--- src/rtl/ber_pkg.sv ---
// Shared types and constants for the BER accumulator.
package ber_pkg;

    typedef enum logic [1:0] {
        IDLE,
        RUN,
        DRAIN,
        DONE
    } ber_state_t;

    // Edges needed for the last accepted pair to reach the counters and settle.
    localparam int unsigned BER_DRAIN_CYCLES = 3;

endpackage

--- src/rtl/ber_popcount.sv ---
// Combinational population count built as a balanced adder tree.
// Result width is clog2(DATA_W)+1; the parent registers it.
module ber_popcount
    import ber_pkg::*;
#(
    parameter int unsigned DATA_W = 64
) (
    input  logic [DATA_W-1:0]        data,
    output logic [$clog2(DATA_W):0]  count
);

    // Recursive split: each level halves the word and adds the two sub-counts.
    if (DATA_W == 1) begin : g_leaf
        assign count = data;
    end else begin : g_node
        localparam int unsigned HALF = DATA_W / 2;

        logic [$clog2(HALF):0] lo_cnt;
        logic [$clog2(HALF):0] hi_cnt;

        ber_popcount #(.DATA_W(HALF)) u_lo (
            .data  (data[HALF-1:0]),
            .count (lo_cnt)
        );

        ber_popcount #(.DATA_W(HALF)) u_hi (
            .data  (data[DATA_W-1:HALF]),
            .count (hi_cnt)
        );

        assign count = {1'b0, lo_cnt} + {1'b0, hi_cnt};
    end

endmodule

--- src/rtl/ber_accumulator.sv ---
// Bit-error accumulator: XOR/popcount pipeline over tx/rx word pairs, stopping after a programmed bit count.
// Optional BER_ACC_WORD_ERR_EN adds a saturating count of words containing at least one error.
module ber_accumulator
    import ber_pkg::*;
#(
    parameter int unsigned DATA_W = 64,
    parameter int unsigned CNT_W  = 48
) (
    input  logic              ACLK,
    input  logic              ARESET,
    input  logic              start,
    input  logic [CNT_W-1:0]  target_bits,
    input  logic              s_valid,
    output logic              s_ready,
    input  logic [DATA_W-1:0] s_tx_data,
    input  logic [DATA_W-1:0] s_rx_data,
    output logic              busy,
    output logic              done,
    output logic [CNT_W-1:0]  bit_count,
    output logic [CNT_W-1:0]  err_count,
`ifdef BER_ACC_WORD_ERR_EN
    output logic [CNT_W-1:0]  word_err_count,
`endif
    output logic              overflow
);

    localparam int unsigned    POP_W     = $clog2(DATA_W) + 1;
    localparam logic [CNT_W:0] WORD_BITS = (CNT_W+1)'(DATA_W);

    ber_state_t        state;
    logic [1:0]        drain_cnt;
    logic [CNT_W:0]    target;
    logic [CNT_W:0]    accepted_bits;
    logic [CNT_W:0]    next_accepted;
    logic              handshake;
    logic              restart;

    logic              s1_valid;
    logic [DATA_W-1:0] s1_diff;
    logic              s2_valid;
    logic [POP_W-1:0]  s2_pop;
    logic [POP_W-1:0]  pop;

    logic [CNT_W:0]    bit_sum;
    logic [CNT_W:0]    err_sum;
    logic              word_clamp;

    assign handshake     = s_valid && s_ready;
    assign restart       = start && (state == IDLE || state == DONE);
    assign next_accepted = accepted_bits + WORD_BITS;

    // Control FSM; s_ready/busy/done are registered alongside the state.
    always_ff @(posedge ACLK) begin
        if (ARESET) begin
            state         <= IDLE;
            s_ready       <= 1'b0;
            busy          <= 1'b0;
            done          <= 1'b0;
            drain_cnt     <= '0;
            target        <= '0;
            accepted_bits <= '0;
        end else begin
            case (state)
                IDLE, DONE: begin
                    if (start) begin
                        target        <= {1'b0, target_bits};
                        accepted_bits <= '0;
                        drain_cnt     <= '0;
                        if (target_bits == '0) begin
                            state   <= DONE;
                            s_ready <= 1'b0;
                            busy    <= 1'b0;
                            done    <= 1'b1;
                        end else begin
                            state   <= RUN;
                            s_ready <= 1'b1;
                            busy    <= 1'b1;
                            done    <= 1'b0;
                        end
                    end
                end
                RUN: begin
                    if (handshake) begin
                        accepted_bits <= next_accepted;
                        if (next_accepted >= target) begin
                            state     <= DRAIN;
                            s_ready   <= 1'b0;
                            drain_cnt <= '0;
                        end
                    end
                end
                DRAIN: begin
                    if (drain_cnt == 2'(BER_DRAIN_CYCLES - 1)) begin
                        state <= DONE;
                        busy  <= 1'b0;
                        done  <= 1'b1;
                    end else begin
                        drain_cnt <= drain_cnt + 2'd1;
                    end
                end
                default: begin
                    state   <= IDLE;
                    s_ready <= 1'b0;
                    busy    <= 1'b0;
                    done    <= 1'b0;
                end
            endcase
        end
    end

    ber_popcount #(.DATA_W(DATA_W)) u_popcount (
        .data  (s1_diff),
        .count (pop)
    );

    // S1: difference word, S2: its popcount; reset drops anything in flight.
    always_ff @(posedge ACLK) begin
        if (ARESET) begin
            s1_valid <= 1'b0;
            s1_diff  <= '0;
            s2_valid <= 1'b0;
            s2_pop   <= '0;
        end else begin
            s1_valid <= handshake;
            s1_diff  <= s_tx_data ^ s_rx_data;
            s2_valid <= s1_valid;
            s2_pop   <= pop;
        end
    end

    // One extra bit on each sum exposes the carry used for clamping.
    assign bit_sum = {1'b0, bit_count} + WORD_BITS;
    assign err_sum = {1'b0, err_count} + (CNT_W+1)'(s2_pop);

    // S3: saturating accumulation; overflow is sticky until restart or reset.
    always_ff @(posedge ACLK) begin
        if (ARESET || restart) begin
            bit_count <= '0;
            err_count <= '0;
            overflow  <= 1'b0;
        end else if (s2_valid) begin
            bit_count <= bit_sum[CNT_W] ? '1 : bit_sum[CNT_W-1:0];
            err_count <= err_sum[CNT_W] ? '1 : err_sum[CNT_W-1:0];
            if (bit_sum[CNT_W] || err_sum[CNT_W] || word_clamp) begin
                overflow <= 1'b1;
            end
        end
    end

`ifdef BER_ACC_WORD_ERR_EN
    logic [CNT_W:0] word_sum;

    assign word_sum   = {1'b0, word_err_count} + (CNT_W+1)'(s2_pop != '0);
    assign word_clamp = word_sum[CNT_W];

    always_ff @(posedge ACLK) begin
        if (ARESET || restart) begin
            word_err_count <= '0;
        end else if (s2_valid) begin
            word_err_count <= word_sum[CNT_W] ? '1 : word_sum[CNT_W-1:0];
        end
    end
`else
    assign word_clamp = 1'b0;
`endif

endmodule
--- config.mk ---
export PLATFORM = sky130hd
export DESIGN_NAME = ber_accumulator
export DESIGN_NICKNAME = d
export VERILOG_FILES = /design/src/rtl/ber_pkg.sv /design/src/rtl/ber_popcount.sv /design/src/rtl/ber_accumulator.sv
export SDC_FILE = /design/constraint.sdc
export NUM_CORES = 1
export LEC_CHECK = 0
export BUFFER_PORTS_ARGS = -buffer_cell sky130_fd_sc_hd__buf_2
export CORE_MARGIN = 10
export CORE_UTILIZATION = 37
export CTS_CLUSTER_SIZE = 8
export DETAILED_ROUTE_END_ITERATION = 10
export SKIP_CTS_REPAIR_TIMING = 1
export SLEW_MARGIN = 20
export SYNTH_ARGS = -nofsm -noshare
export SYNTH_HDL_FRONTEND = slang
export SYNTH_SLANG_ARGS = --single-unit
--- constraint.sdc ---
create_clock -name ACLK -period 10.23 [get_ports ACLK]
set_input_delay 1.023 -clock ACLK [delete_from_list [all_inputs] [get_ports ACLK]]
set_output_delay 1.023 -clock ACLK [all_outputs]
set_load 0.01 [all_outputs]
==> flow_summary.yaml, run 1 <==
pwr:
  power.density_cell_area_nw_per_um2: 263
  static-leakage-power_nw: 7.45
  ir_drop_mv: 0.433
logic_synthesis:
  async_sr_flop_fraction: 0
  ys_seq_elements: 263
  synthFlopType: "sky130_fd_sc_hd__dfxtp_1"
  syn_area_per_cell_um2: 8.53
  postSynthNetCount: 2008
  mappedNetlistArea_um2: 14500
  syn-instance-count: 1702
  synth.yosys.seq_area_share: 0.363
  synth-warning-count: 0
  number_of_enable_flip_flop_cells_after_synthesis: 0
  synth_cell_type_count: 70
die:
  core_region_area_um2: 38700
  ioPinCount: 280
  floorplan.initialDensity: 0.375
  floorplan.die.width_um: 218
  die_h_um: 218
  design.die.area_um2: 47600
  floorplan.rows: 72
routing:
  routed_wirelength_um: 37500
  avgRoutedWirePerCell_um: 15.2
  detailedRoute.firstIterationViolations: 814
  route.met3.wl_um: 2050
  vias: 12146
  route.detailed.drc: 0
  firstDrtPassIters: 7
  top_layer_used: "met4"
  final_antenna_net_count: 0
  met1_length_um: 17300
  avgViaCountPerCell: 4.92
  dr_wl_met2_um: 17400
setup_path:
  crit_path_largest_cell_delay_ps: 540
  cp_max_stage_cell: "sky130_fd_sc_hd__fa_1"
  worst-path-buf-inv: 6
  critPathLaunchType: "register"
  crit_chain: "inv_1 -> fa_1 -> inv_1 -> fa_1 -> fa_1 -> inv_1 -> fa_1 -> inv_1 -> fa_1 -> fa_1 -> fa_1 -> inv_1 -> fa_1 -> inv_1 -> ha_1 -> a21o_1 -> a21o_1 -> a21o_1 -> a21oi_1 -> xnor2_1 -> nor2_1"
  rrSetupSlack_ps: 4130
  setup.worst_path.end_class: "register"
  worst_path_dominant_cell_family: "adder cells"
  criticalPathCategory: "reg2reg"
  worst_ep_required_time_ps: 10600
  worstPathArrival_ps: 6470
  worstPathMaxFanout: 2
  crit_path_frequent_cell: "sky130_fd_sc_hd__fa_1"
timing:
  timing.final.crit_share: 0.596
  finalSetupViolations: 0
  final-hold-violation-count: 0
  timing.setup.tns_ps: 0
  unrepaired_setup_endpoints_after_global_routing: "no"
  timing_worst_slew_pin_value_ps: 940
  final.setup_skew_ps: 28.9
  slew_headroom: 0.371
  final-max-slew-violation-count: 0
  final_period_minus_worst_setup_slack_ps: 6100
  peak_clock_frequency_supported_by_timing_mhz: 164
clock_network:
  tritoncts_num_sinks: 263
  clk_latency_ps: 540
  clockRootBuffer: "sky130_fd_sc_hd__clkbuf_16"
  cts.clk_slew.worst_paths_ps: 50
  cts-htree-levels: 2
  clock_path_buffers: 3
  cts_tree: "built"
  clock_buffers_created_by_tritoncts: 38
finish:
  mostFrequentLayoutCells: "sky130_fd_sc_hd__buf_2, sky130_fd_sc_hd__dfxtp_1, sky130_fd_sc_hd__nand2_1"
  antenna_diode_instance_count: 0
  nNetsFinal: 2258
  layout_commonest_cell: "sky130_fd_sc_hd__buf_2"
  drive_above_1_share: 0.190
  syn2layout_area_growth_pct: 19.2
  final_design_area_no_fill_um2: 17300
outcome:
  outcome: "completed"
placement:
  gp_congestion: 0.803
  placedInstanceArea_um2: 16300
  detailedPlacementHpwl_um: 28100
  place.port_buffers: 279
worst_hold_path:
  min_path_type: "reg2reg"
global_route:
  grt_max_degree: 80
  grt_antenna_before_repair: 0
  remaining_overflow_grt: 0
  grt.total_usage: 0.153
  grt_first_pass_wirelength_um: 60700
  grt_pass1_vias: 12260
flow_run:
  drv_cap: 0
## cells in the mapped netlist, drive strengths merged (4+ instances only)
master | instances | area, µm²
a211oi | 8 | 65.1
a21o | 26 | 195
a21oi | 168 | 841
a22oi | 10 | 75.1
a311oi | 4 | 35.0
a31oi | 7 | 43.8
and2 | 8 | 50.1
and3 | 28 | 175
and4 | 21 | 190
buf | 15 | 92.6
clkbuf | 64 | 240
dfxtp | 263 | 5270
fa | 55 | 1100
ha | 71 | 888
inv | 171 | 642
mux2i | 5 | 50.1
nand2 | 189 | 709
nand3 | 53 | 288
nand4 | 36 | 246
nor2 | 163 | 612
nor2b | 10 | 62.6
nor3 | 41 | 252
nor4 | 24 | 199
o21a | 8 | 60.1
o21ai | 26 | 130
o221a | 7 | 78.8
or2 | 8 | 52.6
or3 | 8 | 55.1
xnor2 | 126 | 1100
xor2 | 47 | 419
## state kept, by name (all words and copies together), names as in the netlist, 2 cells and up
name,cells
s1_diff,64
target,48
s2_pop,7
err_count,48
state,2
bit_count,43
accepted_bits,43
drain_cnt,2
## path summary, 6_finish.rpt
path	cells after the start	startpoint	endpoint
max reg2reg	21	s1_diff[35]	s2_pop[5]
min reg2reg	1	s1_valid	s2_valid
min	1	s1_valid	s2_valid
max	21	s1_diff[35]	s2_pop[5]
## power by group
group          internal, W  total (W)  switching (W)
Clock             0.000667    0.00111       0.000439
Sequential         0.00112    0.00116      0.0000387
Combinational      0.00103    0.00228        0.00126
## cell families after synthesis
group	Yosys count	share of synthesized area
AOI/OAI and AO/OA	281	0.116
adders and majority gates	126	0.137
muxes	7	0.00500
xor gates and xnor gates	173	0.105
and+or+nand+nor	601	0.207
DFF	263	0.363
buffers and inverters	251	0.0674
## routing by layer
layer	global-route usage	vias up
li1	-	6150
met1	0.198	5676
met2	0.250	269
met3	0.0323	51
met4	0.0484	0
met5	0	-
## final cells by class
class / count / area, µm²
repair buffers: 289 / 1470
inverters: 172 / 646
well taps: 518 / 648
fillers: 3925 / 21400
clock buffers: 40 / 980
multi-input cells: 1188 / 8280
clock inverters: 1 / 8.76
flip-flops and latches: 263 / 5270
## worst register-to-register path: stages, from the launching register on
cell and delay, ps:
sky130_fd_sc_hd__dfxtp_1 300, sky130_fd_sc_hd__inv_1 50, sky130_fd_sc_hd__fa_1 540, sky130_fd_sc_hd__inv_1 50, sky130_fd_sc_hd__fa_1 420, sky130_fd_sc_hd__fa_1 540, sky130_fd_sc_hd__inv_1 50, sky130_fd_sc_hd__fa_1 530
sky130_fd_sc_hd__inv_1 50, sky130_fd_sc_hd__fa_1 520, sky130_fd_sc_hd__fa_1 450, sky130_fd_sc_hd__fa_1 540, sky130_fd_sc_hd__inv_1 50, sky130_fd_sc_hd__fa_1 530, sky130_fd_sc_hd__inv_1 70, sky130_fd_sc_hd__ha_1 300
sky130_fd_sc_hd__a21o_1 180, sky130_fd_sc_hd__a21o_1 200, sky130_fd_sc_hd__a21o_1 190, sky130_fd_sc_hd__a21oi_1 180, sky130_fd_sc_hd__xnor2_1 130, sky130_fd_sc_hd__nor2_1 50
## through the flow
stage,hold WS [ps],utilization,setup slack (ps),std cells,power [W]
floorplan,414,-,4400,1702,0.00298
global placement,424,0.421,4250,2430,0.00338
detailed placement,438,0.421,4100,2430,0.00350
CTS,449,0.447,4080,2471,0.00465
global route,469,0.447,3900,2471,0.00507
finish,442,0.447,4130,2471,0.00455
Note: power is estimated with default switching activity, not from simulation.
==> run 2, diff against run 1 <==
Clock period 10.23 ns to 5.56 ns, I/O delays scaled along.
==> flow_summary.yaml, run 2 (synthesis results as in run 1) <==
setup_path:
  worstPathMaxFanout: 2
  rrSetupSlack_ps: -190
  worst_ep_required_time_ps: 5950
  cp_max_stage_cell: "sky130_fd_sc_hd__fa_1"
  crit_path_largest_cell_delay_ps: 540
  startpoint_of_the_worst_slack_reg_to_reg_timing_path: "s1_diff[19]"
  startpoint: "s1_diff[19]"
  crit_path_frequent_cell: "sky130_fd_sc_hd__fa_1"
  criticalPathCategory: "reg2reg"
  setup.worst_path.end_class: "register"
  crit_chain: "fa_1 -> inv_1 -> fa_1 -> inv_1 -> fa_1 -> inv_2 -> fa_1 -> fa_1 -> fa_1 -> fa_1 -> fa_1 -> inv_2 -> ha_4 -> fa_2 -> a21o_1 -> a21oi_2 -> nor2b_2 -> nor2_1 -> nor2_1 -> nor2_1 -> nor2_1"
  critPathLaunchType: "register"
  worstPathArrival_ps: 6140
clock_network:
  clk_latency_ps: 540
  clock_path_buffers: 3
  clockRootBuffer: "sky130_fd_sc_hd__clkbuf_16"
  cts_tree: "built"
  tritoncts_num_sinks: 263
  cts-htree-levels: 2
  cts.clk_slew.worst_paths_ps: 50
  clock_buffers_created_by_tritoncts: 38
timing:
  final.setup_skew_ps: 19.0
  slew_headroom: 0.292
  timing.hold.ws_ps: 271
  final-hold-violation-count: 0
  final_period_minus_worst_setup_slack_ps: 5750
  unrepaired_setup_endpoints_after_global_routing: "yes"
  final-max-slew-violation-count: 0
  timing_worst_slew_pin_value_ps: 1060
  peak_clock_frequency_supported_by_timing_mhz: 174
  timing.final.crit_share: 1.03
  final_critical_path_setup_slack_ps: -187
  finalSetupViolations: 3
placement:
  gp_congestion: 0.818
  detailedPlacementHpwl_um: 28300
  place.port_buffers: 279
  placedInstanceArea_um2: 16400
worst_hold_path:
  min_path_type: "in2reg"
  worstHoldStart: "s_tx_data[37]"
outcome:
  failed_checks: "setup timing"
  outcome: "finished with violations"
finish:
  final_design_area_no_fill_um2: 17400
  largest-register: "s1_diff"
  largest_register_ff_count: 64
  syn2layout_area_growth_pct: 19.7
  antenna_diode_instance_count: 0
  mostFrequentLayoutCells: "sky130_fd_sc_hd__buf_2, sky130_fd_sc_hd__dfxtp_1, sky130_fd_sc_hd__nand2_1"
  top_regs: "s1_diff (64), err_count (48), target (48)"
  drive_above_1_share: 0.198
  layout_commonest_cell: "sky130_fd_sc_hd__buf_2"
  nNetsFinal: 2264
pwr:
  clockPowerShare: 0.224
  seq_power_share: 0.234
  static-leakage-power_nw: 7.48
  power.switching_w: 0.00340
  sw_frac_of_total: 0.373
  logic_gate_share_of_total_power: 0.542
  finalPower_w: 0.00911
  power.density_cell_area_nw_per_um2: 524
  ir_drop_mv: 1.05
  int_power_w: 0.00571
routing:
  avgRoutedWirePerCell_um: 15.2
  detailedRoute.firstIterationViolations: 732
  vias: 12180
  route.detailed.drc: 0
  firstDrtPassIters: 6
  final_antenna_net_count: 0
  avgViaCountPerCell: 4.92
  routed_wirelength_um: 37700
die:
  ioPinCount: 280
  design.die.area_um2: 47600
  floorplan.initialDensity: 0.375
  floorplan.rows: 72
  core_region_area_um2: 38700
  die_h_um: 218
  floorplan.die.width_um: 218
global_route:
  grt_first_pass_wirelength_um: 61600
  grt_max_degree: 87
  remaining_overflow_grt: 0
  grt.total_usage: 0.155
  grt_pass1_vias: 12473
  grt_antenna_before_repair: 0
flow_run:
  drv_cap: 0
## run 2: cell count changes in the layout (fill, tap and decap cells not counted), moves of 2 or more
cell | previous run | this run
sky130_fd_sc_hd__inv_2 | 0 | 3
sky130_fd_sc_hd__buf_4 | 11 | 17
sky130_fd_sc_hd__fa_1 | 55 | 53
sky130_fd_sc_hd__a21oi_2 | 0 | 2
sky130_fd_sc_hd__a21oi_1 | 168 | 166
sky130_fd_sc_hd__fa_2 | 0 | 2
sky130_fd_sc_hd__inv_1 | 171 | 168
## run 2: critical path, delay by kind of cell (launching register included)
family	cells	cell delay (ps)
compound gates	2	310
fa+ha+maj	10	4470
buf+inv	4	190
flops	1	310
simple gates	5	320
## run 2: layout make-up
cell class	count	area (µm²)
clock buffers	40	980
clock inverters	1	8.76
fillers	3919	21400
inverters	172	646
multi-input cells	1188	8320
flip-flops and latches	263	5270
well taps	518	648
repair buffers	295	1520
## run 2: worst paths after layout
kind                                     to  depth (start not counted)
worst max register to register    s2_pop[6]                         21
worst min register to register     s2_valid                          1
worst min-delay path            s1_diff[37]                          3
worst max-delay path              s2_pop[6]                         21
## run 2: metrics by stage
step                setup TNS (ps)  std cells  utilization  setup WS [ps]
CTS                           -686       2476        0.448           -251
detailed placement            -699       2435        0.422           -255
floorplan                        0       1702            -           7.15
finish                        -472       2477        0.449           -187
global placement              -287       2435        0.422           -125
global route                 -1500       2477        0.449           -428
## run 2: power groups by stage
stage	clock network (W)	registers, W	logic [W]
2_1_floorplan	0	0.00215	0.00338
3_3_place_gp	0	0.00217	0.00450
3_5_place_dp	0	0.00217	0.00464
4_1_cts	0.00212	0.00214	0.00467
5_1_grt	0.00219	0.00215	0.00575
6_report	0.00204	0.00213	0.00494
## run 2: per-layer routing
metal | track usage | wire, µm | up-vias | part of all wire
li1 | - | - | 6174 | -
met5 | 0 | 0 | - | 0
met4 | 0.0530 | 830 | 0 | 0.022
met1 | 0.198 | 17300 | 5689 | 0.46
met3 | 0.0345 | 2160 | 50 | 0.057
met2 | 0.255 | 17500 | 267 | 0.46
